==> src/rtl/adc_seq_pkg.sv <==
// Shared types and XADC DRP constants for the ADC sample sequencer.
package adc_seq_pkg;

    typedef enum logic [1:0] {
        IDLE  = 2'd0,
        ISSUE = 2'd1,
        WAIT  = 2'd2,
        DONE  = 2'd3
    } state_e;

    localparam int DRP_AW  = 7;
    localparam int DRP_DW  = 16;
    localparam int RES_W   = 12;
    localparam int RES_MSB = 15;
    localparam int RES_LSB = 4;

    localparam logic [DRP_AW-1:0] CH_BASE_ADDR_DEF = 7'h10;

    // XADC results are MSB-justified: the 12-bit code sits in [15:4].
    function automatic logic [RES_W-1:0] xadc_result(input logic [DRP_DW-1:0] d);
        return RES_W'(d >> RES_LSB);
    endfunction

endpackage

==> src/rtl/adc_sample_sequencer_if.sv <==
// XADC DRP port bundle; the sequencer is the master, the XADC the slave.
interface adc_sample_sequencer_if;
    import adc_seq_pkg::*;

    logic              drp_den;
    logic              drp_dwe;
    logic [DRP_AW-1:0] drp_daddr;
    logic [DRP_DW-1:0] drp_di;
    logic [DRP_DW-1:0] drp_do;
    logic              drp_drdy;

    modport master (
        output drp_den, drp_dwe, drp_daddr, drp_di,
        input  drp_do, drp_drdy
    );

    modport slave (
        input  drp_den, drp_dwe, drp_daddr, drp_di,
        output drp_do, drp_drdy
    );

endinterface

==> src/rtl/adc_sample_sequencer_drp_read_timeout.sv <==
// WAIT-cycle counter for one DRP read; expired flags the last allowed WAIT cycle.
module drp_read_timeout #(
    parameter int TIMEOUT_CYC = 63
) (
    input  logic clk,
    input  logic rst_n,
    input  logic clear,
    input  logic enable,
    output logic expired
);

    localparam logic [7:0] LAST_CNT = 8'(TIMEOUT_CYC - 1);

    logic [7:0] cnt_q;

    // cnt_q holds the number of WAIT cycles already spent on this read
    assign expired = enable && (cnt_q == LAST_CNT);

    always_ff @(posedge clk or negedge rst_n) begin
        if (!rst_n) begin
            cnt_q <= '0;
        end else if (clear) begin
            cnt_q <= '0;
        end else if (enable && !expired) begin
            cnt_q <= cnt_q + 8'd1;
        end
    end

endmodule

==> src/rtl/adc_sample_sequencer.sv <==
// Reads NUM_CH XADC channels over DRP per trigger and publishes them as one atomic frame.
// Optional threshold trip flags are built when ADC_SEQ_THRESH_EN is defined.
module adc_sample_sequencer
    import adc_seq_pkg::*;
#(
    parameter int                NUM_CH       = 4,
    parameter logic [DRP_AW-1:0] CH_BASE_ADDR = CH_BASE_ADDR_DEF,
    parameter int                TIMEOUT_CYC  = 63
`ifdef ADC_SEQ_THRESH_EN
    ,
    parameter logic [RES_W-1:0]  TRIP_LEVEL   = 12'hE00
`endif
) (
    input  logic                    clk,
    input  logic                    rst_n,
    input  logic                    trigger,
    input  logic                    err_clear,
    adc_sample_sequencer_if.master  drp,
    output logic [RES_W*NUM_CH-1:0] sample_data,
    output logic                    sample_valid,
    output logic                    busy,
    output logic                    overrun,
    output logic                    timeout_err,
    output logic [NUM_CH-1:0]       trip
);

    localparam int IDX_W = (NUM_CH > 1) ? $clog2(NUM_CH) : 1;
    localparam logic [IDX_W-1:0] LAST_IDX = IDX_W'(NUM_CH - 1);

    state_e                  state_q, state_nxt;
    logic [IDX_W-1:0]        idx_q, idx_nxt;
    logic [RES_W-1:0]        shadow_q   [NUM_CH];
    logic [RES_W-1:0]        shadow_nxt [NUM_CH];
    logic [RES_W*NUM_CH-1:0] frame_nxt;
    logic                    tmo_set;
    logic                    ovr_set;
    logic                    expired;

    drp_read_timeout #(
        .TIMEOUT_CYC(TIMEOUT_CYC)
    ) u_timeout (
        .clk     (clk),
        .rst_n   (rst_n),
        .clear   (state_q == ISSUE),
        .enable  (state_q == WAIT),
        .expired (expired)
    );

    always_ff @(posedge clk or negedge rst_n) begin
        if (!rst_n) begin
            state_q <= IDLE;
            idx_q   <= '0;
            for (int i = 0; i < NUM_CH; i++) shadow_q[i] <= '0;
        end else begin
            state_q  <= state_nxt;
            idx_q    <= idx_nxt;
            shadow_q <= shadow_nxt;
        end
    end

    // Responses arriving in IDLE, ISSUE or DONE are stale and never captured.
    always_comb begin
        state_nxt  = state_q;
        idx_nxt    = idx_q;
        shadow_nxt = shadow_q;
        tmo_set    = 1'b0;
        case (state_q)
            IDLE: begin
                if (trigger) begin
                    idx_nxt   = '0;
                    state_nxt = ISSUE;
                end
            end
            ISSUE: state_nxt = WAIT;
            WAIT: begin
                if (drp.drp_drdy || expired) begin
                    if (drp.drp_drdy) shadow_nxt[idx_q] = xadc_result(drp.drp_do);
                    else              tmo_set = 1'b1;
                    if (idx_q == LAST_IDX) begin
                        state_nxt = DONE;
                    end else begin
                        idx_nxt   = idx_q + 1'b1;
                        state_nxt = ISSUE;
                    end
                end
            end
            DONE:    state_nxt = IDLE;
            default: state_nxt = IDLE;
        endcase
    end

    assign ovr_set = trigger && (state_q != IDLE);

    // Outputs are registered from next-state values so the frame is visible in DONE.
    always_comb begin
        frame_nxt = '0;
        for (int i = 0; i < NUM_CH; i++) frame_nxt[RES_W*i +: RES_W] = shadow_nxt[i];
    end

    always_ff @(posedge clk or negedge rst_n) begin
        if (!rst_n) begin
            drp.drp_den   <= 1'b0;
            drp.drp_daddr <= '0;
            busy          <= 1'b0;
            sample_valid  <= 1'b0;
            sample_data   <= '0;
            overrun       <= 1'b0;
            timeout_err   <= 1'b0;
        end else begin
            drp.drp_den  <= (state_nxt == ISSUE);
            busy         <= (state_nxt != IDLE);
            sample_valid <= (state_nxt == DONE);
            if (state_nxt == ISSUE) drp.drp_daddr <= CH_BASE_ADDR + DRP_AW'(idx_nxt);
            if (state_nxt == DONE)  sample_data   <= frame_nxt;
            overrun     <= ovr_set || (overrun && !err_clear);
            timeout_err <= tmo_set || (timeout_err && !err_clear);
        end
    end

    assign drp.drp_dwe = 1'b0;
    assign drp.drp_di  = '0;

`ifdef ADC_SEQ_THRESH_EN
    logic [NUM_CH-1:0] trip_set;

    always_comb begin
        trip_set = '0;
        if (state_nxt == DONE) begin
            for (int i = 0; i < NUM_CH; i++) trip_set[i] = (shadow_nxt[i] >= TRIP_LEVEL);
        end
    end

    always_ff @(posedge clk or negedge rst_n) begin
        if (!rst_n) trip <= '0;
        else        trip <= trip_set | (trip & ~{NUM_CH{err_clear}});
    end
`else
    assign trip = '0;
`endif

endmodule
==> src/flat_wrapper.sv <==
// flat-port wrapper written by rule: the top's interface ports become plain ports
module adc_sample_sequencer_flat import adc_seq_pkg::*;
#(
    parameter int                NUM_CH       = 4,
    parameter logic [DRP_AW-1:0] CH_BASE_ADDR = CH_BASE_ADDR_DEF,
    parameter int                TIMEOUT_CYC  = 63

)
  (clk, rst_n, trigger, err_clear, sample_data, sample_valid, busy, overrun, timeout_err, trip, drp_drp_den, drp_drp_dwe, drp_drp_daddr, drp_drp_di, drp_drp_do, drp_drp_drdy);
  adc_sample_sequencer_if drp_i ();
  input  logic clk;
  input  logic rst_n;
  input  logic trigger;
  input  logic err_clear;
  output logic [RES_W*NUM_CH-1:0] sample_data;
  output logic sample_valid;
  output logic busy;
  output logic overrun;
  output logic timeout_err;
  output logic [NUM_CH-1:0] trip;
  output wire logic [$bits(drp_i.drp_den)-1:0] drp_drp_den;
  output wire logic [$bits(drp_i.drp_dwe)-1:0] drp_drp_dwe;
  output wire logic [$bits(drp_i.drp_daddr)-1:0] drp_drp_daddr;
  output wire logic [$bits(drp_i.drp_di)-1:0] drp_drp_di;
  input wire logic [$bits(drp_i.drp_do)-1:0] drp_drp_do;
  input wire logic [$bits(drp_i.drp_drdy)-1:0] drp_drp_drdy;
  assign drp_drp_den = drp_i.drp_den;
  assign drp_drp_dwe = drp_i.drp_dwe;
  assign drp_drp_daddr = drp_i.drp_daddr;
  assign drp_drp_di = drp_i.drp_di;
  assign drp_i.drp_do = drp_drp_do;
  assign drp_i.drp_drdy = drp_drp_drdy;
  adc_sample_sequencer #(.NUM_CH(NUM_CH), .CH_BASE_ADDR(CH_BASE_ADDR), .TIMEOUT_CYC(TIMEOUT_CYC)) u_core (.clk(clk), .rst_n(rst_n), .trigger(trigger), .err_clear(err_clear), .drp(drp_i), .sample_data(sample_data), .sample_valid(sample_valid), .busy(busy), .overrun(overrun), .timeout_err(timeout_err), .trip(trip));
endmodule
==> config.mk <==
export PLATFORM = sky130hd
export DESIGN_NAME = adc_sample_sequencer_flat
export DESIGN_NICKNAME = d
export VERILOG_FILES = /design/src/rtl/adc_seq_pkg.sv /design/src/rtl/adc_sample_sequencer_if.sv /design/src/rtl/adc_sample_sequencer_drp_read_timeout.sv /design/src/rtl/adc_sample_sequencer.sv /design/src/flat_wrapper.sv
export SDC_FILE = /design/constraint.sdc
export NUM_CORES = 1
export LEC_CHECK = 0
export ABC_CLOCK_PERIOD_IN_PS = 3100
export CORE_MARGIN = 8
export CORE_UTILIZATION = 47
export DETAILED_ROUTE_END_ITERATION = 12
export PLACE_DENSITY = 0.75
export SLEW_MARGIN = 10
export SYNTH_ARGS = -nofsm -noshare
export SYNTH_HDL_FRONTEND = slang
export SYNTH_SLANG_ARGS = --single-unit
export TNS_END_PERCENT = 10
==> constraint.sdc <==
create_clock -name clk -period 3.1 [get_ports clk]
set_input_delay 0.62 -clock clk [delete_from_list [all_inputs] [get_ports clk]]
set_output_delay 0.62 -clock clk [all_outputs]
set_load 0.05 [all_outputs]
==> results.md <==
Run status:
- The run finished with clean final reports.

STA:
- Setup violations remaining at the end of the flow were counted as 0.
- The number of hold violations in the final report was 0.
- The number of pins exceeding their max-slew limit in the final report was 0.
- The minimum period implied by the final worst setup slack is 2.35 ns.
- The highest attainable clock frequency is between 400 and 500 MHz.
- For the final routed database, the setup TNS stands at 0 ns.
- The worst hold margin is 0.189 ns.
- Setup repair after global routing left no endpoint under its margin.
- For the pin with the worst max-slew slack, the measured transition is 0.753 ns.
- The share of the clock period used by the worst path is 75.8%.
- The tightest slew margin relative to the limit is 49.8%.
- Across the routed clock network, the largest skew measured is 0.00810 ns.

Cells and area:
- The area growth from synthesis to layout is 28.9%.
- The final instance area is 0.00618 sq mm.
- Cells with a size suffix above 1 make up 32.6% of the layout.
- The number of nets in the finished design is 443.
- The final antenna diode count is 0.
- At the end of the flow the core is filled with cells to 61.2%.

Logic synthesis:
- In the synthesized netlist, the number of instances is 336.
- The biggest area consumer among synthesized cells is sky130_fd_sc_hd__dfrtp_1.
- The post-synthesis cell type count is 41.
- The synthesized design contains 116 register bits.
- The combined area of all synthesized cells is 0.00479 sq mm.
- Among all flip-flop cells after synthesis, the most frequent one is sky130_fd_sc_hd__dfrtp_1.
- The synthesized design contains 0 enable-type register cells.
- In this run the biggest area consumer among cell types represents 60.5% of the synthesized area.
- Summing the sequential cell areas from Yosys gives 60.5% of the chip area.
- A synthesized cell averages 14.3 sq um.
- By area the synthesized netlist is led by sky130_fd_sc_hd__dfrtp_1 (61%), sky130_fd_sc_hd__mux2_2 (21%), sky130_fd_sc_hd__buf_4 (4.4%).
- Of all flip-flops after synthesis, the portion carrying an async set or reset was 100%.
- The commonest cells after synthesis are sky130_fd_sc_hd__dfrtp_1 (116), sky130_fd_sc_hd__mux2_2 (91), sky130_fd_sc_hd__buf_4 (28).
- Yosys instantiated no cell more often than sky130_fd_sc_hd__dfrtp_1.
- The count of warnings emitted by yosys is 0.

Clock network:
- Counting along the longest clock path gives a buffer depth of 2.
- The source-to-sink clock delay at the later pin of the worst-skew pair is 0.51 ns.
- The H-tree was split into 4 levels.
- Buffers inserted during clock tree synthesis total 17.
- The number of post-CTS setup repair buffers is 0.
- TritonCTS built the clock tree.
- The total number of clock tree sinks is 116.
- After clock tree synthesis, the clock-pin slew on the worst setup and hold paths is 0.06 ns.
- Clock tree synthesis selected as its root buffer the cell sky130_fd_sc_hd__clkbuf_8.
- The total of hold buffers inserted after clock tree synthesis is 0.
- The post-cts gate resize count is 0.

GRT:
- Entering global routing, the biggest net connects a little over 60 pins.
- The global-route usage over all layers is between 10% and 20%.
- The number of antenna violations at the first check in global routing is 0.
- The via count of the first global-routing pass was approximately 3000.
- For this run the aggregate overflow at the end of global routing stands at 0.
- The first-pass GRT wire length is 15.6 mm.

Critical path:
- The most critical setup path has its startpoint at u_core.sample_data[35].
- The end of the worst register-to-register path is u_core.sample_data[8].
- Along the worst path, the maximum fanout reaches 2.
- The cell family contributing the most delay on the critical path is buffers and inverters.
- Counting cells, the worst reg-to-reg path comes to 7.
- The signal on the critical path passes through clkdlybuf4s50_1.
- The largest single stage delay on the critical path is slightly above 0.8 ns.
- The slack of the worst reg-to-reg path is 0.78 ns.
- Data on the critical path is required at its endpoint by 2.48 ns.
- The critical register-to-register path startpoint is u_core.u_timeout.cnt_q[0].
- The data arrival time of the critical path is 1.73 ns.
- STA classifies the critical path startpoint as a flop.
- The kind of critical path is reg2out.
- The slowest library cell on the worst path is sky130_fd_sc_hd__clkdlybuf4s50_1.
- The worst setup path is captured at a primary output.
- The buffers plus inverters on the worst setup path is 1.

Detailed routing:
- Dividing the detail-routed wire length by the instance count gives 16.9 um.
- The number of antenna-violating nets in the routed design is 0.
- The ratio of routed vias to standard cells is 5.04.
- For this block, the via count after detailed routing is 2866.
- After the first detailed-routing iteration, the DRC count stood at 81.
- The final wirelength is 9.63 mm.
- The remaining design rule violation count is 0.
- The first detailed-routing pass took 4 iterations.

Pwr:
- Of the total power, the clock network draws 33.2%.
- The worst-case IR drop observed on VDD is 0.000544 V.
- The combinational group share of total power is 28.8%.
- The power density over cell area is about 940 mW/mm^2.
- The internal portion of the total power is 0.00386 W.
- The total net switching power is 0.00194 W.
- The analysis attributes to cell leakage a power of 2.86 nW.
- The relative contribution of sequential cells to total power is 38.0%.
- The share of total power consumed by net switching is between 30% and 40%.
- The power after layout is 0.00580 W.

Floorplanning:
- The die covers 0.0137 sq mm.
- The die boundary height is 117 um.
- In this run the count of I/O pins placed on the die edge is 102.
- The floorplan die width is 117 um.
- After floorplanning, the core was sized to cover between 0.01 and 0.015 sq mm.
- The initial core utilization is 47.5%.
- The number of placement rows is 37.

Placement:
- During placement, the flow inserted port buffers numbering 72.
- In this run the cell area measured after placement is 0.00558 sq mm.
- The final HPWL from detailed placement is 6.32 mm.
- The final RePlAce weighted congestion is 0.750.

Job:
- The number of max-capacitance violations reported is 0.

Min path:
- The kind of path behind the tightest hold check is in2async.
## registers in the layout (all words and copies together), names as in the netlist
signal	count
u_core.overrun	1
u_core.idx_q	2
u_core.busy	1
u_core.timeout_err	1
u_core.shadow_q	48
u_core.sample_valid	1
u_core.sample_data	48
u_core.drp.drp_daddr	3
u_core.state_q	2
u_core.u_timeout.cnt_q	8
u_core.drp.drp_den	1
## area by class of cell
cell class | instances | area [sq um]
clock buffer | 17 | 414
clock inverter | 15 | 183
fill | 807 | 3910
inverter | 3 | 11.3
multi-input combinational | 202 | 1700
sequential | 116 | 2900
tap | 136 | 170
timing repair buffer | 80 | 803
## layer usage
metal / share of wire, % / vias to the layer above / global-route usage [%]
li1: - / 1311 / -
met1: 44 / 1461 / 18.2
met2: 47 / 83 / 23.4
met3: 8.0 / 11 / 6.93
met4: 1.3 / 0 / 5.38
met5: 0 / - / 0
## worst max path at each step
stage | slack [ns] | end | cells after the start
2_1_floorplan | 0.95 | u_core.sample_data[38] | 8
3_3_place_gp | 0.41 | u_core.sample_data[7] | 5
3_5_place_dp | 0.40 | u_core.sample_data[0] | 5
4_1_cts | 0.71 | sample_data[35] | 1
5_1_grt | 0.68 | u_core.sample_data[8] | 7
6_report | 0.75 | sample_data[35] | 1
## cells in the final DEF, fill, tap and decap left out, types with 2 or more instances in the layout
cell	count
sky130_fd_sc_hd__dfrtp_1	116
sky130_fd_sc_hd__buf_4	7
sky130_fd_sc_hd__nand3b_1	2
sky130_fd_sc_hd__clkinv_4	5
sky130_fd_sc_hd__nand2b_1	7
sky130_fd_sc_hd__clkbuf_16	16
sky130_fd_sc_hd__o21ai_0	13
sky130_fd_sc_hd__inv_1	3
sky130_fd_sc_hd__bufinv_16	3
sky130_fd_sc_hd__ha_1	2
sky130_fd_sc_hd__mux2_1	6
sky130_fd_sc_hd__buf_12	2
sky130_fd_sc_hd__a21oi_1	5
sky130_fd_sc_hd__clkinv_2	2
sky130_fd_sc_hd__nand2_1	7
sky130_fd_sc_hd__mux2_2	91
sky130_fd_sc_hd__nor3_1	2
sky130_fd_sc_hd__nor2_1	7
sky130_fd_sc_hd__clkdlybuf4s50_1	71
sky130_fd_sc_hd__nand4_1	2
sky130_fd_sc_hd__clkinvlp_4	4
sky130_fd_sc_hd__conb_1	25
sky130_fd_sc_hd__xor2_1	2
sky130_fd_sc_hd__nand3_1	10
## power by group through the flow
stage               registers (W)  logic, W  clock network [W]
floorplan                 0.00261  0.000782                  0
global placement          0.00220   0.00164                  0
detailed placement        0.00222   0.00168                  0
CTS                       0.00220   0.00169            0.00197
global route              0.00226   0.00179            0.00204
finish                    0.00220   0.00167            0.00192
## stage by stage
stage,worst slack [ns],instances
finish,0.750,569
global route,0.678,569
CTS,0.714,569
detailed placement,0.399,537
global placement,0.405,537
floorplan,0.946,360
## cell families after synthesis
| logic type | after synthesis | synth area share [%] |
|---|---|---|
| XOR/XNOR | 2 | 0.365 |
| AO/OA/AOI/OAI | 28 | 3.86 |
| buffers and inverters | 42 | 6.16 |
| AND/OR/NAND/NOR | 48 | 5.69 |
| flip-flops | 116 | 60.5 |
| multiplexers | 97 | 22.8 |
| adder cells (fa/ha/maj) | 2 | 0.522 |
| other | 1 | 0.0782 |
Note: power is estimated with default switching activity, not from simulation.
